## src/rtl/booth_pkg.sv

```systemverilog
// Shared types and constants for the sequential radix-2 Booth multiplier.
package booth_pkg;

    typedef enum logic [1:0] {
        IDLE = 2'd0,
        RUN  = 2'd1,
        DONE = 2'd2
    } booth_state_t;

    localparam int          N_STEPS   = 16;
    localparam logic [3:0]  LAST_STEP = 4'(N_STEPS - 1);
    localparam logic [15:0] MIN_NEG   = 16'h8000;
    localparam logic [31:0] MIN_SQ    = 32'h4000_0000;

    // True for the one 16-bit value whose negation does not fit in 16 bits.
    function automatic logic is_min_neg(input logic [15:0] v);
        return (v == MIN_NEG);
    endfunction

endpackage

```

## src/rtl/booth_mult_seq_if.sv

```systemverilog
// Operand / product handshake bundle for booth_mult_seq.
interface booth_mult_seq_if;

    logic        in_valid;
    logic        in_ready;
    logic [15:0] multiplicand;
    logic [15:0] multiplier;
    logic        out_valid;
    logic        out_ready;
    logic [31:0] product;
    logic        busy;

    // Producer/consumer side: supplies operands, accepts products.
    modport master (
        output in_valid,
        output multiplicand,
        output multiplier,
        output out_ready,
        input  in_ready,
        input  out_valid,
        input  product,
        input  busy
    );

    // Multiplier side.
    modport slave (
        input  in_valid,
        input  multiplicand,
        input  multiplier,
        input  out_ready,
        output in_ready,
        output out_valid,
        output product,
        output busy
    );

endinterface

```

## src/rtl/booth_substep.sv

```systemverilog
// One combinational radix-2 Booth step: recode {q[0], q0}, add/subtract m
// into the accumulator, then arithmetic-shift {acc, q, q0} right by one.
module booth_substep (
    input  logic [15:0] a,
    input  logic [15:0] q,
    input  logic [15:0] m,
    input  logic        q0,
    output logic [15:0] f16,
    output logic [15:0] l16,
    output logic        cq0
);

    logic [15:0] sum_s;

    // Booth recode and add/subtract, followed by the one-bit arithmetic shift.
    always_comb begin
        sum_s = a;
        case ({q[0], q0})
            2'b01:   sum_s = a + m;
            2'b10:   sum_s = a - m;
            default: sum_s = a;
        endcase
        f16 = {sum_s[15], sum_s[15:1]};
        l16 = {sum_s[0], q[15:1]};
        cq0 = q[0];
    end

endmodule

```

## src/rtl/booth_mult_seq.sv

```systemverilog
// Sequential signed 16x16 -> 32 Booth multiplier: one Booth step per clock
// for 16 clocks, product presented over a valid/ready handshake.
module booth_mult_seq
    import booth_pkg::*;
(
    input  logic             clk,
    input  logic             rst,
    booth_mult_seq_if.slave  bus
);

    booth_state_t state_r;
    logic [3:0]   cnt_r;
    logic [15:0]  a_r;
    logic [15:0]  q_r;
    logic [15:0]  m_r;
    logic         q1_r;
    logic         both_min_r;
    logic [31:0]  product_r;

    logic [15:0]  f16_s;
    logic [15:0]  l16_s;
    logic         cq0_s;
    logic         swap_s;

    booth_substep u_substep (
        .a   (a_r),
        .q   (q_r),
        .m   (m_r),
        .q0  (q1_r),
        .f16 (f16_s),
        .l16 (l16_s),
        .cq0 (cq0_s)
    );

    // A -32768 multiplicand would overflow the 16-bit accumulator, so it is
    // moved into the multiplier slot unless both operands are -32768.
    assign swap_s = is_min_neg(bus.multiplicand) && !is_min_neg(bus.multiplier);

    assign bus.in_ready  = (state_r == IDLE) && !rst;
    assign bus.out_valid = (state_r == DONE);
    assign bus.busy      = (state_r == RUN) || (state_r == DONE);
    assign bus.product   = product_r;

    // Control FSM plus datapath registers: capture, 16 Booth steps, hold result.
    always_ff @(posedge clk) begin
        if (rst) begin
            state_r    <= IDLE;
            cnt_r      <= 4'd0;
            a_r        <= 16'd0;
            q_r        <= 16'd0;
            m_r        <= 16'd0;
            q1_r       <= 1'b0;
            both_min_r <= 1'b0;
            product_r  <= 32'd0;
        end else begin
            case (state_r)
                IDLE: begin
                    if (bus.in_valid) begin
                        a_r        <= 16'd0;
                        q1_r       <= 1'b0;
                        cnt_r      <= 4'd0;
                        both_min_r <= is_min_neg(bus.multiplicand) &&
                                      is_min_neg(bus.multiplier);
                        if (swap_s) begin
                            m_r <= bus.multiplier;
                            q_r <= bus.multiplicand;
                        end else begin
                            m_r <= bus.multiplicand;
                            q_r <= bus.multiplier;
                        end
                        state_r <= RUN;
                    end
                end
                RUN: begin
                    a_r   <= f16_s;
                    q_r   <= l16_s;
                    q1_r  <= cq0_s;
                    cnt_r <= cnt_r + 4'd1;
                    if (cnt_r == LAST_STEP) begin
                        product_r <= both_min_r ? MIN_SQ : {f16_s, l16_s};
                        state_r   <= DONE;
                    end
                end
                DONE: begin
                    if (bus.out_ready) begin
                        state_r <= IDLE;
                    end
                end
                default: begin
                    state_r <= IDLE;
                end
            endcase
        end
    end

endmodule
```

## src/flat_wrapper.sv

```systemverilog
// flat-port wrapper written by rule: the top's interface ports become plain ports
module booth_mult_seq_flat import booth_pkg::*;
  (clk, rst, bus_in_valid, bus_multiplicand, bus_multiplier, bus_out_ready, bus_in_ready, bus_out_valid, bus_product, bus_busy);
  booth_mult_seq_if bus_i ();
  input  logic clk;
  input  logic rst;
  input wire logic [$bits(bus_i.in_valid)-1:0] bus_in_valid;
  input wire logic [$bits(bus_i.multiplicand)-1:0] bus_multiplicand;
  input wire logic [$bits(bus_i.multiplier)-1:0] bus_multiplier;
  input wire logic [$bits(bus_i.out_ready)-1:0] bus_out_ready;
  output wire logic [$bits(bus_i.in_ready)-1:0] bus_in_ready;
  output wire logic [$bits(bus_i.out_valid)-1:0] bus_out_valid;
  output wire logic [$bits(bus_i.product)-1:0] bus_product;
  output wire logic [$bits(bus_i.busy)-1:0] bus_busy;
  assign bus_i.in_valid = bus_in_valid;
  assign bus_i.multiplicand = bus_multiplicand;
  assign bus_i.multiplier = bus_multiplier;
  assign bus_i.out_ready = bus_out_ready;
  assign bus_in_ready = bus_i.in_ready;
  assign bus_out_valid = bus_i.out_valid;
  assign bus_product = bus_i.product;
  assign bus_busy = bus_i.busy;
  booth_mult_seq u_core (.clk(clk), .rst(rst), .bus(bus_i));
endmodule
```

## config.mk

```make
export PLATFORM = sky130hd
export DESIGN_NAME = booth_mult_seq_flat
export DESIGN_NICKNAME = d
export VERILOG_FILES = /design/src/rtl/booth_pkg.sv /design/src/rtl/booth_mult_seq_if.sv /design/src/rtl/booth_substep.sv /design/src/rtl/booth_mult_seq.sv /design/src/flat_wrapper.sv
export SDC_FILE = /design/constraint.sdc
export NUM_CORES = 1
export LEC_CHECK = 0
export BUFFER_PORTS_ARGS = -buffer_cell sky130_fd_sc_hd__buf_4
export CORE_ASPECT_RATIO = 1.1
export CORE_MARGIN = 3
export CORE_UTILIZATION = 40
export DETAILED_ROUTE_END_ITERATION = 12
export PLACE_DENSITY = 0.72
export SKIP_CTS_REPAIR_TIMING = 1
export SLEW_MARGIN = 5
export SYNTH_ARGS = -nofsm -noshare
export SYNTH_HDL_FRONTEND = slang
export SYNTH_SLANG_ARGS = --single-unit
```

## constraint.sdc

```tcl
create_clock -name clk -period 3.2 [get_ports clk]
set_input_delay 0.16 -clock clk [delete_from_list [all_inputs] [get_ports clk]]
set_output_delay 0.16 -clock clk [all_outputs]
set_load 0.03 [all_outputs]
```

### Word-level counts from Yosys, hierarchy flattened

Index checks and enable logic that the tools add are counted.

| storage, ports and cells | value |
|---|---|
| output and inout bits | 35 |
| input bits | 36 |
| logic and storage cells | 49 |
| flip-flop bits (word level) | 88 |

| cells by class | value |
|---|---|
| add/subtract/negate cells | 3 |
| mux-type cells | 16 |
| eq/ne operators | 10 |
| reduce and logical (&&, ||, !) cells | 12 |

Operators with widths:

| kind | count |
|---|---|
| one-hot mux 16 bit (2 select lines) | 3 |
| two-way mux 16 bit | 4 |
| equality test 16 bit, second input constant | 2 |
| two-way mux 32 bit | 1 |
| adder 16 bit | 1 |
| subtractor 16 bit | 1 |
| one-hot mux 4 bit (2 select lines) | 1 |
| two-way mux 2 bit | 3 |
| != test 2 bit, second input constant | 3 |
| one-hot mux 2 bit (3 select lines) | 1 |
| AND reduction 2 bit | 3 |
| adder 4 x 1 -> 4 bit, second input constant | 1 |
| equality test 2 x 1 -> 1 bit, second input constant | 2 |
| equality test 2 bit, second input constant | 2 |
| equality test 4 bit, second input constant | 1 |
| two-way mux 4 bit | 1 |
| logical AND 1 bit | 3 |
| AND reduction 3 bit | 1 |
| zero test 1 bit | 2 |
| zero test 2 bit | 1 |
| one-hot mux 1 bit (2 select lines) | 1 |
| nonzero test 2 bit | 1 |
| logical OR 1 bit | 1 |
| two-way mux 1 bit | 1 |

### Logic depth before layout (Yosys ltp)

| logic depth | value |
|---|---|
| depth after elaboration | 6 |
| mapped depth | 14 |
| mapped depth without buffers | 13 |

### Modules after synthesis

A second synthesis with hierarchy kept.

| second synthesis, totals | value |
|---|---|
| cells, all modules | 648 |
| area total of the unflattened synthesis | 5177.5 um2 |

By module, submodules not included:

| module | cells an instance | area each (um2) | times used |
|---|---|---|---|
| booth_mult_seq | 456 | 3863.7 | 1 |
| booth_substep | 192 | 1313.8 | 1 |

### Worst setup path after synthesis

OpenSTA, ideal clock, no wires.

| timing | value |
|---|---|
| kind | reg-to-reg |
| start point | register u_core.q_r[0] |
| end point | register u_core.product_r[30], in the netlist u_core.bus.product[30] |
| data required time | 3.112 ns |
| arrival time | 2.849 ns |
| stages on the path, launching flop included | 13 |
| clock period less this slack | 2.937 ns |
| path slack | 0.263 ns |
| cells stage by stage | dfxtp_1 > ha_1 > clkbuf_1 > nor2_1 > xnor2_1 > ha_1 > a21o_1 > a21oi_1 > a21oi_1 > o31ai_1 > nand4_1 > and4b_4 > nor4_2 |

| on the way | value |
|---|---|
| cells in the longest elaborated chain, start to end | 3 |
| elaborated cells on any way between the ends | 4 |
| those cells by class | 2 x eq/ne; 2 x mux |

Ends and longest elaborated chain:

| element | line | text |
|---|---|---|
| start, declared | booth_mult_seq.sv:14 | `logic [15:0] q_r;` |
| start signal, assigned | booth_mult_seq.sv:66 | `q_r <= bus.multiplicand;` |
| start signal, assigned | booth_mult_seq.sv:69 | `q_r <= bus.multiplier;` |
| start signal, assigned | booth_mult_seq.sv:76 | `q_r <= l16_s;` |
| equality test 2 bit or equality test 2 x 1 -> 1 bit (tied branches) | booth_substep.sv:18 | `case ({q[0], q0})` |
| one-hot mux 16 bit (2 select lines) * | booth_substep.sv:18 |  |
| two-way mux 32 bit * | booth_mult_seq.sv:80 | `product_r <= both_min_r ? MIN_SQ : {f16_s, l16_s};` |
| end signal, assigned | booth_mult_seq.sv:80 |  |
| end, declared | booth_mult_seq.sv:18 | `logic [31:0] product_r;` |

Every way passes the cells marked *; elsewhere a longest branch is shown, timed or not.
A chain may end at the register's enable or synchronous reset.

### Worst setup path after layout

| timing | value |
|---|---|
| start point | register u_core.m_r[5] |
| end point | register u_core.product_r[30], in the netlist u_core.bus.product[30] |

| on the way | value |
|---|---|
| cells in the longest elaborated chain, start to end | 3 |
| elaborated cells on any way between the ends | 4 |
| those cells by class | 2 x add/sub; 2 x mux |

Ends and longest elaborated chain:

| element | line | text |
|---|---|---|
| start, declared | booth_mult_seq.sv:15 | `logic [15:0] m_r;` |
| start signal, assigned | booth_mult_seq.sv:65 | `m_r <= bus.multiplier;` |
| start signal, assigned | booth_mult_seq.sv:68 | `m_r <= bus.multiplicand;` |
| subtractor 16 bit or adder 16 bit (tied branches) | booth_substep.sv:20, booth_substep.sv:19 |  |
| one-hot mux 16 bit (2 select lines) * | booth_substep.sv:18 |  |
| two-way mux 32 bit * | booth_mult_seq.sv:80 |  |

Marks and branches as above.

==> results.sh <==
export IMPL_placed_cells=785
export IMPL_drc=0
export IMPL_syn2layout_area_growth_pct=20.9
export IMPL_rows=41
export IMPL_outcome="finished clean"
export IMPL_yosysSeqAreaShare_pct=35.7
export IMPL_final_net_count=705
export IMPL_wl_per_cell_um=17.4
export IMPL_min_path_type="in -> reg"
export IMPL_antenna_cells=0
export IMPL_htreeDepth=3
export IMPL_hold_start="bus_multiplicand[12]"
export IMPL_setup_viol=0
export IMPL_critPathKind="reg -> reg"
export IMPL_cp_arrival_ns=3.30
export IMPL_clk_latency_ns=0.35
export IMPL_core_sq_mm=0.0117
export IMPL_hold_violations=0
export IMPL_viasPerCell=5.84
export IMPL_period_needed_ns=3.04
export IMPL_critPathBufInv=0
export IMPL_drive_gt1_share_pct=18.1
export IMPL_holdPathEnd="u_core.m_r[12]$_SDFFE_PP0P_"
export IMPL_fin_cells=801
export IMPL_final_antenna_net_count=0
export IMPL_antenna_found_initial=0
export IMPL_clock_sinks=87
export IMPL_fin_setup_tns_ns=0
export IMPL_fin_crit_sh_pct=95.1
export IMPL_cp_slowest_cell="xnor2_1"
export IMPL_cts_tree="built"
export IMPL_grtUsageTotal_pct=20.7
export IMPL_port_buffers=70
export IMPL_synth_area_leader_cell="dfxtp_1"
export IMPL_worst_slew_pin_slew_ns=0.900
export IMPL_clockRootBuffer="clkbuf_16"
export IMPL_r2r_start="u_core.m_r[5]$_SDFFE_PP0P_"
export IMPL_total_leakage_power_nw=2.24
export IMPL_vias=4675
export IMPL_synth_ff_type="dfxtp_1"
export IMPL_reg2reg_slack_ns=0.16
export IMPL_clk_path_buf_depth=2
export IMPL_ys_warnings_count=0
export IMPL_synth_avg_cell_area_sq_um=8.23
export IMPL_max_cap_violations=0
export IMPL_cp_max_fo=10
export IMPL_grt_max_degree=87
export IMPL_path_cells="nor4_2 > and2_4 > a31oi_1 > xnor2_1 > ha_4 > a21o_1 > a21o_1 > a21oi_1 > nand4_1 > and4b_4 > nor4_2"
export IMPL_die_y_um=122
export IMPL_reg2reg_to="u_core.bus.product[30]$_SDFFE_PP0P_"
export IMPL_max_clock_freq_mhz=329
export IMPL_max_slew_margin_pct=40.0
export IMPL_io_pins=71
export IMPL_drtIter0Drc=320
export IMPL_r2r_cells=11
export IMPL_cts_made_buffers=9
export IMPL_syn_nets=650
export IMPL_grt_ovfl_total=0
export IMPL_cp_required_ns=3.46
export IMPL_synth_edff_count=0
export IMPL_synth_top_area_share_pct=35.7
export IMPL_synth_area_sq_mm=0.00487
export IMPL_grt_pass1_wl_um=22800
export IMPL_synth_cell_types=58
export IMPL_start_util_pct=41.7
export IMPL_clock_skew_ns=0.0111
export IMPL_irDropWorstVdd_mv=0.355
export IMPL_synth_ff_latch_count=87
export IMPL_synth_area_leaders="dfxtp_1 (36%), nor2_1 (6.1%), a21oi_1 (5.6%)"
export IMPL_cp_start_kind="register"
export IMPL_crit_path_end_kind="register"
export IMPL_p_per_area_mw_per_mm2=568
export IMPL_synthCells=592
export IMPL_dp_hpwl_um=10100
export IMPL_grt_pass1_vias=4586
export IMPL_crit_family="simple AND/OR/NAND/NOR gates"
export IMPL_die_area_sq_mm=0.0135
export IMPL_die_x_um=111
export IMPL_max_stage_delay_ns=0.39
export IMPL_globalplace_congestion=0.877
export IMPL_drv_slew=0
export IMPL_async_flop_share_pct=0
export IMPL_wirelength_um=13900
export IMPL_dr_pass1_iters=5
export IMPL_min_path_cells=3
export IMPL_clk_pin_slew_worst_paths_ns=0.06
cells in the mapped netlist (all sizes together) (2+ instances only):
cell type,instances
a21boi,2
o2111ai,4
xnor2,18
nand4,9
nand3b,2
o22ai,2
nor2,79
mux2i,4
nor3,41
xor2,4
a21oi,55
o31ai,3
a22oi,16
and3,4
inv,17
o211ai,7
a22o,2
a32oi,4
nor4b,2
ha,21
dfxtp,87
nand3,5
a21o,9
nor2b,4
mux2,2
nand2,20
a211oi,25
a31oi,7
a211o,2
a41oi,2
nor3b,17
o21ai,13
o21a,6
and2,6
or3,2
clkbuf,36
a221oi,15
nor4,11
buf,6
nand2b,10
sequential cells by signal, indices dropped and copies added (netlist names):
register            count
u_core.q1_r             1
u_core.q_r             16
u_core.state_r          2
u_core.cnt_r            4
u_core.a_r             15
u_core.m_r             16
u_core.bus.product     32
u_core.both_min_r       1
cell usage in the layout (no fill, tap or decap), types with 7 or more instances in the layout:
cell type,Yosys,layout
dfxtp_1,87,87
buf_4,0,86
nor2_1,79,79
a21oi_1,55,53
nor3_1,41,41
a211oi_1,25,25
nand2_1,20,20
ha_1,21,20
inv_1,17,17
xnor2_1,17,17
nor3b_1,17,17
a22oi_1,16,16
a221oi_1,15,15
o21ai_0,13,12
nand2b_1,10,10
nand4_1,9,9
clkbuf_16,0,9
nor4_1,8,8
a21o_1,9,8
a31oi_1,7,7
o211ai_1,7,7
per-layer routing:
layer	part of all wire, %	vias to the layer above	track usage [%]
met4	1.7	0	7.91
met2	49	155	35.2
met3	5.2	18	3.63
li1	-	2308	-
met1	44	2194	26.2
met5	0	-	0
cell families after synthesis:
kind of cell | synth area share [%]
adder cells (fa/ha/maj) | 5.80
XOR/XNOR | 4.11
AND/OR/NAND/NOR | 22.9
multiplexers | 1.28
buffers and inverters | 4.62
AO/OA/AOI/OAI | 25.5
flip-flops | 35.7
worst register-to-register path, delay by kind of cell (launching register included):
kind / cells / cell delay (ns)
AOI/OAI and AO/OA: 4 / 0.67
xor gates and xnor gates: 1 / 0.39
adders and majority gates: 1 / 0.30
DFF: 1 / 0.36
and+or+nand+nor: 5 / 1.25
area by class of cell:
cell class              instances  area (sq um)
fillers                      1098          5810
inverters                      17          63.8
multi-input cells             446          2940
repair buffers                 86           646
flip-flops and latches         87          1740
clock buffers                  11           253
clock inverters                 4          55.1
well taps                     150           188
per-stage QoR:
step | cell area (sq um) | hold slack, ns | util [%] | setup WS [ns] | power [mW]
floorplan | 4870 | 0.362 | - | 0.263 | 1.97
global placement | 5540 | 0.444 | 47.4 | 0.176 | 2.22
detailed placement | 5540 | 0.451 | 47.4 | 0.104 | 2.24
CTS | 5850 | 0.118 | 50.0 | 0.0660 | 3.33
global route | 5890 | 0.133 | 50.3 | -0.0217 | 3.52
finish | 5890 | 0.131 | 50.3 | 0.157 | 3.34
power by group:
part / switching (mW) / total, mW / leakage (nW) / internal (mW)
Combinational: 0.605 / 1.03 / 1.39 / 0.425
Sequential: 0.0683 / 1.22 / 0.709 / 1.15
Clock: 0.448 / 1.09 / 0.148 / 0.646
Total: 1.12 / 3.34 / 2.24 / 2.22
how the worst max path moves through the flow:
stage                                from                                  end  slack [ns]  depth (start not counted)
6_report       u_core.m_r[5]$_SDFFE_PP0P_  u_core.bus.product[30]$_SDFFE_PP0P_        0.16                         11
5_1_grt        u_core.m_r[5]$_SDFFE_PP0P_  u_core.bus.product[30]$_SDFFE_PP0P_       -0.02                         11
4_1_cts        u_core.m_r[0]$_SDFFE_PP0P_  u_core.bus.product[30]$_SDFFE_PP0P_        0.07                         12
3_5_place_dp   u_core.m_r[2]$_SDFFE_PP0P_  u_core.bus.product[30]$_SDFFE_PP0P_        0.10                         11
3_3_place_gp   u_core.m_r[2]$_SDFFE_PP0P_  u_core.bus.product[30]$_SDFFE_PP0P_        0.18                         11
2_1_floorplan  u_core.q_r[0]$_SDFFE_PP0P_  u_core.bus.product[30]$_SDFFE_PP0P_        0.26                         12
Power figures use the tool's default switching activity.
